[config.mk]
export PLATFORM = sky130hd
export DESIGN_NAME = sccb_target
export DESIGN_NICKNAME = d
export VERILOG_FILES = /design/src/rtl/sccb_pkg.sv /design/src/rtl/sccb_sync_edge.sv /design/src/rtl/sccb_target.sv
export SDC_FILE = /design/constraint.sdc
export NUM_CORES = 2
export LEC_CHECK = 0
export ABC_CLOCK_PERIOD_IN_PS = 6300
export CAP_MARGIN = 20
export CORE_MARGIN = 1.5
export CORE_UTILIZATION = 60
export CTS_CLUSTER_DIAMETER = 80
export DETAILED_ROUTE_END_ITERATION = 6
export PLACE_DENSITY_LB_ADDON = 0.15
export SYNTH_ARGS = -nofsm -noshare
export SYNTH_HDL_FRONTEND = slang
export SYNTH_SLANG_ARGS = --single-unit
[constraint.sdc]
create_clock -name clk -period 6.3 [get_ports clk]
set_input_delay 0.945 -clock clk [delete_from_list [all_inputs] [get_ports clk]]
set_output_delay 0.945 -clock clk [all_outputs]
set_load 0.02 [all_outputs]
[src/rtl/sccb_pkg.sv]
// Shared types and constants for the SCCB/I2C register-bank target.
package sccb_pkg;

  localparam int BYTE_W = 8;
  localparam int CNT_W  = 4;
  localparam int REG_N  = 256;

  localparam logic [6:0] DEV_ADDR_DEF = 7'h21;

  typedef enum logic [3:0] {
    S_IDLE,
    S_ADDR,
    S_ADDR_ACK,
    S_SUB,
    S_SUB_ACK,
    S_WDATA,
    S_WDATA_ACK,
    S_RDATA,
    S_RDATA_ACK,
    S_IGNORE
  } state_t;

endpackage

[src/rtl/sccb_sync_edge.sv]
// Two-flop synchronizer for a raw bus pin, with rise/fall pulses.
module sccb_sync_edge (
  input  logic clk,
  input  logic reset,
  input  logic din,
  output logic level,
  output logic rise,
  output logic fall
);

  logic meta, sync, prev;

  // Pins idle high, so reset to 1 to avoid a spurious edge.
  always_ff @(posedge clk) begin
    if (!reset) begin
      meta <= 1'b1;
      sync <= 1'b1;
      prev <= 1'b1;
    end else begin
      meta <= din;
      sync <= meta;
      prev <= sync;
    end
  end

  assign level = sync;
  assign rise  = sync & ~prev;
  assign fall  = ~sync & prev;

endmodule

[src/rtl/sccb_target.sv]
// SCCB/I2C target with a 256x8 register file and a host read port.
module sccb_target
  import sccb_pkg::*;
#(
  parameter logic [6:0] DEV_ADDR = DEV_ADDR_DEF
) (
  input  logic              clk,
  input  logic              reset,
  input  logic              scl_in,
  input  logic              sda_in,
  output logic              sda_oe,
  output logic              busy,
  output logic              reg_wr,
  output logic [BYTE_W-1:0] reg_addr,
  output logic [BYTE_W-1:0] reg_wdata,
  input  logic [BYTE_W-1:0] host_addr,
  output logic [BYTE_W-1:0] host_rdata
);

  state_t state, state_nxt;

  logic scl, scl_rise, scl_fall;
  logic sda, sda_rise, sda_fall;
  logic start, stop, last_bit, ack_done;
  logic rw, wr_en;
  logic [CNT_W-1:0]  cnt;
  logic [BYTE_W-1:0] sh, ptr, byte_in, rd_byte;
  logic [BYTE_W-1:0] mem [REG_N];

  sccb_sync_edge u_scl (
    .clk   (clk),
    .reset (reset),
    .din   (scl_in),
    .level (scl),
    .rise  (scl_rise),
    .fall  (scl_fall)
  );

  sccb_sync_edge u_sda (
    .clk   (clk),
    .reset (reset),
    .din   (sda_in),
    .level (sda),
    .rise  (sda_rise),
    .fall  (sda_fall)
  );

  assign start    = sda_fall & scl;
  assign stop     = sda_rise & scl;
  assign byte_in  = {sh[6:0], sda};
  assign last_bit = scl_rise && (cnt == 4'd7);
  assign ack_done = scl_fall && (cnt == 4'd1);
  assign rd_byte  = mem[ptr];

  always_ff @(posedge clk) begin
    if (!reset) state <= S_IDLE;
    else        state <= state_nxt;
  end

  always_comb begin
    state_nxt = state;
    if (start) begin
      state_nxt = S_ADDR;
    end else if (stop) begin
      state_nxt = S_IDLE;
    end else begin
      unique case (state)
        S_ADDR:
          if (last_bit)
            state_nxt = (byte_in[7:1] == DEV_ADDR) ?
                        S_ADDR_ACK : S_IGNORE;
        S_ADDR_ACK:
          if (ack_done)
            state_nxt = rw ? S_RDATA : S_SUB;
        S_SUB:
          if (last_bit) state_nxt = S_SUB_ACK;
        S_SUB_ACK:
          if (ack_done) state_nxt = S_WDATA;
        S_WDATA:
          if (last_bit) state_nxt = S_WDATA_ACK;
        S_WDATA_ACK:
          if (ack_done) state_nxt = S_WDATA;
        S_RDATA:
          if (scl_fall && cnt == 4'd7)
            state_nxt = S_RDATA_ACK;
        S_RDATA_ACK:
          if (scl_rise && cnt == 4'd0 && sda)
            state_nxt = S_IGNORE;
          else if (ack_done)
            state_nxt = S_RDATA;
        default: ;
      endcase
    end
  end

  always_comb begin
    busy   = (state != S_IDLE);
    reg_wr = wr_en;
  end

  // In RDATA, sh holds the bits still to be driven, MSB first.
  always_ff @(posedge clk) begin
    if (!reset) begin
      cnt       <= '0;
      sh        <= '0;
      ptr       <= '0;
      rw        <= 1'b0;
      sda_oe    <= 1'b0;
      wr_en     <= 1'b0;
      reg_addr  <= '0;
      reg_wdata <= '0;
    end else begin
      wr_en <= 1'b0;
      if (start) begin
        cnt <= '0;
      end else if (stop) begin
        cnt    <= '0;
        sda_oe <= 1'b0;
      end else begin
        unique case (state)
          S_ADDR, S_SUB, S_WDATA:
            if (scl_rise) begin
              sh  <= byte_in;
              cnt <= cnt + 4'd1;
              if (cnt == 4'd7) begin
                cnt <= '0;
                if (state == S_ADDR) rw <= byte_in[0];
                if (state == S_SUB) ptr <= byte_in;
                if (state == S_WDATA) begin
                  wr_en     <= 1'b1;
                  reg_addr  <= ptr;
                  reg_wdata <= byte_in;
                  ptr       <= ptr + 8'd1;
                end
              end
            end
          S_ADDR_ACK, S_SUB_ACK, S_WDATA_ACK:
            if (scl_fall) begin
              if (cnt == 4'd0) begin
                sda_oe <= 1'b1;
                cnt    <= 4'd1;
              end else begin
                cnt <= '0;
                if (state == S_ADDR_ACK && rw) begin
                  sh     <= {rd_byte[6:0], 1'b0};
                  sda_oe <= ~rd_byte[7];
                end else begin
                  sda_oe <= 1'b0;
                end
              end
            end
          S_RDATA:
            if (scl_fall) begin
              if (cnt == 4'd7) begin
                sda_oe <= 1'b0;
                cnt    <= '0;
              end else begin
                sda_oe <= ~sh[7];
                sh     <= {sh[6:0], 1'b0};
                cnt    <= cnt + 4'd1;
              end
            end
          S_RDATA_ACK:
            if (scl_rise && cnt == 4'd0 && !sda) begin
              ptr <= ptr + 8'd1;
              cnt <= 4'd1;
            end else if (ack_done) begin
              sh     <= {rd_byte[6:0], 1'b0};
              sda_oe <= ~rd_byte[7];
              cnt    <= '0;
            end
          default: ;
        endcase
      end
    end
  end

  always_ff @(posedge clk) begin
    if (!reset) begin
      for (int i = 0; i < REG_N; i++) mem[i] <= '0;
      host_rdata <= '0;
    end else begin
      if (wr_en) mem[reg_addr] <= reg_wdata;
      host_rdata <= mem[host_addr];
    end
  end

endmodule

==> results_dict.tcl <==
set metrics [dict create \
    ys_types 68 \
    ctsResizeCount 0 \
    drive_gt1_share_pct 26.42 \
    hold_violations 0 \
    gp_congestion 1.000 \
    clockBufferDepth 3 \
    top_layer "met5" \
    critPathLaunchType "flop" \
    wirelength_mm 370.1 \
    grt_pass1_wl_mm 524.2 \
    slew_headroom_pct 2.665 \
    synth_enable_flop_cells 2048 \
    grt_util_all_layers_pct 38.81 \
    syn_area_per_cell_um2 15.28 \
    crit_path_max_incr_delay_ns 0.99 \
    grt-ovfl-total 0 \
    drt_iter0_drc 12610 \
    worstReg2RegEnd "sda_oe$_SDFFE_PN0P_" \
    post_dp_cell_area_um2 117200 \
    grt_max_degree 190 \
    vias 72670 \
    period_share_pct 77.30 \
    die_h_um 438.5 \
    final_cells 10090 \
    final_common_cell "edfxtp_1" \
    syn_nets 7463 \
    cts.hold.buffers_added 0 \
    cap_violations 0 \
    dp_hpwl_mm 252.4 \
    die_w_um 438.5 \
    antenna_found_initial 25 \
    yosys_warnings 0 \
    fin_setup_tns_ns 0 \
    drt-met1-wl_mm 132.4 \
    port_buffers 38 \
    p_leak_nw 42.38 \
    critPathCapture "sda_oe$_SDFFE_PN0P_" \
    design_area_um2 125100 \
    p_per_area_nw_per_um2 258.0 \
    cts_max_level 4 \
    insertion_delay_ns 0.89 \
    cp_slowest_cell "dfxtp_4" \
    path_class "flop to flop" \
    coreArea_um2 188000 \
    root_buffer "clkbuf_16" \
    cp_cell_sequence "buf_4 -> buf_12 -> mux4_2 -> a22o_1 -> a221oi_1 -> o21ai_0 -> a211oi_1 -> nor4_1 -> o211ai_1" \
    setup_viol 0 \
    start_util_pct 60.53 \
    ys_top_cells_by_area "edfxtp_1, mux4_2, and2_1" \
    ys_seq_elements 2113 \
    syn_to_final_growth_pct 9.911 \
    rsz0062_at_grt "no" \
    cts_buffers 219 \
    synthCells 7447 \
    hold_path_class "flop to flop" \
    end_kind "flop" \
    status "complete, no violations" \
    firstDrtPassIters 6 \
    grt_pass1_vias 69970 \
    drt.antenna.violating_nets 0 \
    cts_sinks 2113 \
    drc 0 \
    period_needed_ns 4.870 \
    die_area_um2 192300 \
    cts.clk_slew.worst_paths_ns 0.06 \
    worst_pin_slew_ns 1.460 \
    whs_ns 0.4121 \
    wl_met2_mm 161.6 \
    ff2ff_setup_slack_ns 1.43 \
    fin_util_pct 66.53 \
    drv_slew 0 \
    synth_top_area_cell "edfxtp_1" \
    std_cell_rows 159 \
    syn_area_um2 113800 \
    place_inst 9618 \
    crit_arrival_ns 5.68 \
    routed_via_density 7.202 \
    synthFlopType "edfxtp_1" \
    peakVddDrop_mv 0.2327 \
    crit_fanout 58 \
    synth-seq-area-share_pct 55.19 \
    wire_per_inst_um 36.67 \
    postCtsSetupRepairBufs 0 \
    cts_tree "done" \
    nets 7409 \
    critical_path_required_ns 7.11 \
    max_clock_freq_mhz 205.4 \
    io_pins 39 \
    reg2reg_depth 9 \
    clock_skew_ns 0.03486 \
    postSynth.asyncResetShare_pct 0 \
    layout_common_cells "edfxtp_1, and2_1, mux4_2" \
    yosys.area.top_type_share_pct 54.05 \
    wl_met3_mm 54.97 \
]
[critical path, delay by kind of cell, from the launching register on]
kind | cells | cell delay, ns
mux | 1 | 0.58
buf+inv | 2 | 0.90
compound gates | 5 | 1.94
flops | 1 | 0.99
simple gates | 1 | 0.25
[routing by layer]
layer	vias up	track usage [%]
met5	-	0.2233
met3	879	12.17
met4	20	18.90
met1	37320	54.43
met2	5627	55.57
li1	28830	-
[power by group]
| group | switching (mW) | internal (mW) |
|---|---|---|
| Combinational | 1.19 | 0.999 |
| Clock | 5.79 | 8.03 |
| Sequential | 0.366 | 15.9 |
| Total | 7.34 | 24.9 |
[cell usage after synthesis (16+ instances only)]
cell	n
and2_1	1925
nand2_1	138
clkbuf_1	481
nor4_1	16
a22oi_1	49
nor2_1	347
nand2b_1	19
nand3_1	40
nor2b_1	52
a211oi_1	22
nor3_1	23
a21oi_1	37
a221oi_1	19
buf_1	56
buf_6	28
buf_4	49
edfxtp_1	2048
buf_2	87
o22ai_1	30
mux2_2	17
and3_1	136
mux2i_1	118
mux4_2	1205
dfxtp_1	65
a22o_1	24
o21ai_0	275
[registers in the layout (all words and copies together) (netlist names), 4 cells and up, named ones only]
register and cells:
mem 2048, state 4, host_rdata 8, reg_addr 8, sh 8, reg_wdata 8, ptr 8, cnt 4
[final cells by class]
class / instances / area [µm²]
Clock buffer: 263 / 5866
Clock inverter: 150 / 1722
Timing Repair Buffer: 426 / 3536
Antenna cell: 11 / 27.53
Tap cell: 2495 / 3122
Fill cell: 12900 / 62930
Inverter: 9 / 33.78
Sequential cell: 2113 / 62850
Multi-Input combinational cell: 4624 / 47910
[cells by family (layout without fill, tap and decap cells)]
logic type      Yosys count  after routing  share of synthesized area (%)
flops                  2113           2113                          55.19
simple gates           2748           2748                          14.02
buf+inv                 710            848                          2.784
mux                    1340           1340                          25.06
compound gates          530            530                          2.894
fa+ha+maj                 4              4                        0.04398
xor+xnor                  2              2                        0.01540
other cells               0             11                              0
[worst min path at each step]
stage | startpoint | to | depth (start not counted)
floorplan | u_scl.meta$_SDFF_PN1_ | u_scl.level$_SDFF_PN1_ | 1
global placement | u_scl.meta$_SDFF_PN1_ | u_scl.level$_SDFF_PN1_ | 1
detailed placement | u_sda.meta$_SDFF_PN1_ | u_sda.level$_SDFF_PN1_ | 1
CTS | u_sda.meta$_SDFF_PN1_ | u_sda.level$_SDFF_PN1_ | 1
global route | u_sda.meta$_SDFF_PN1_ | u_sda.level$_SDFF_PN1_ | 1
finish | u_sda.meta$_SDFF_PN1_ | u_sda.level$_SDFF_PN1_ | 1
[per-stage QoR]
stage	setup WS, ns	total power, mW
finish	1.430	32.26
global route	1.351	32.87
CTS	1.524	32.20
detailed placement	1.521	18.64
global placement	1.510	18.59
floorplan	2.824	17.71
(Power assumes the default switching activity.)
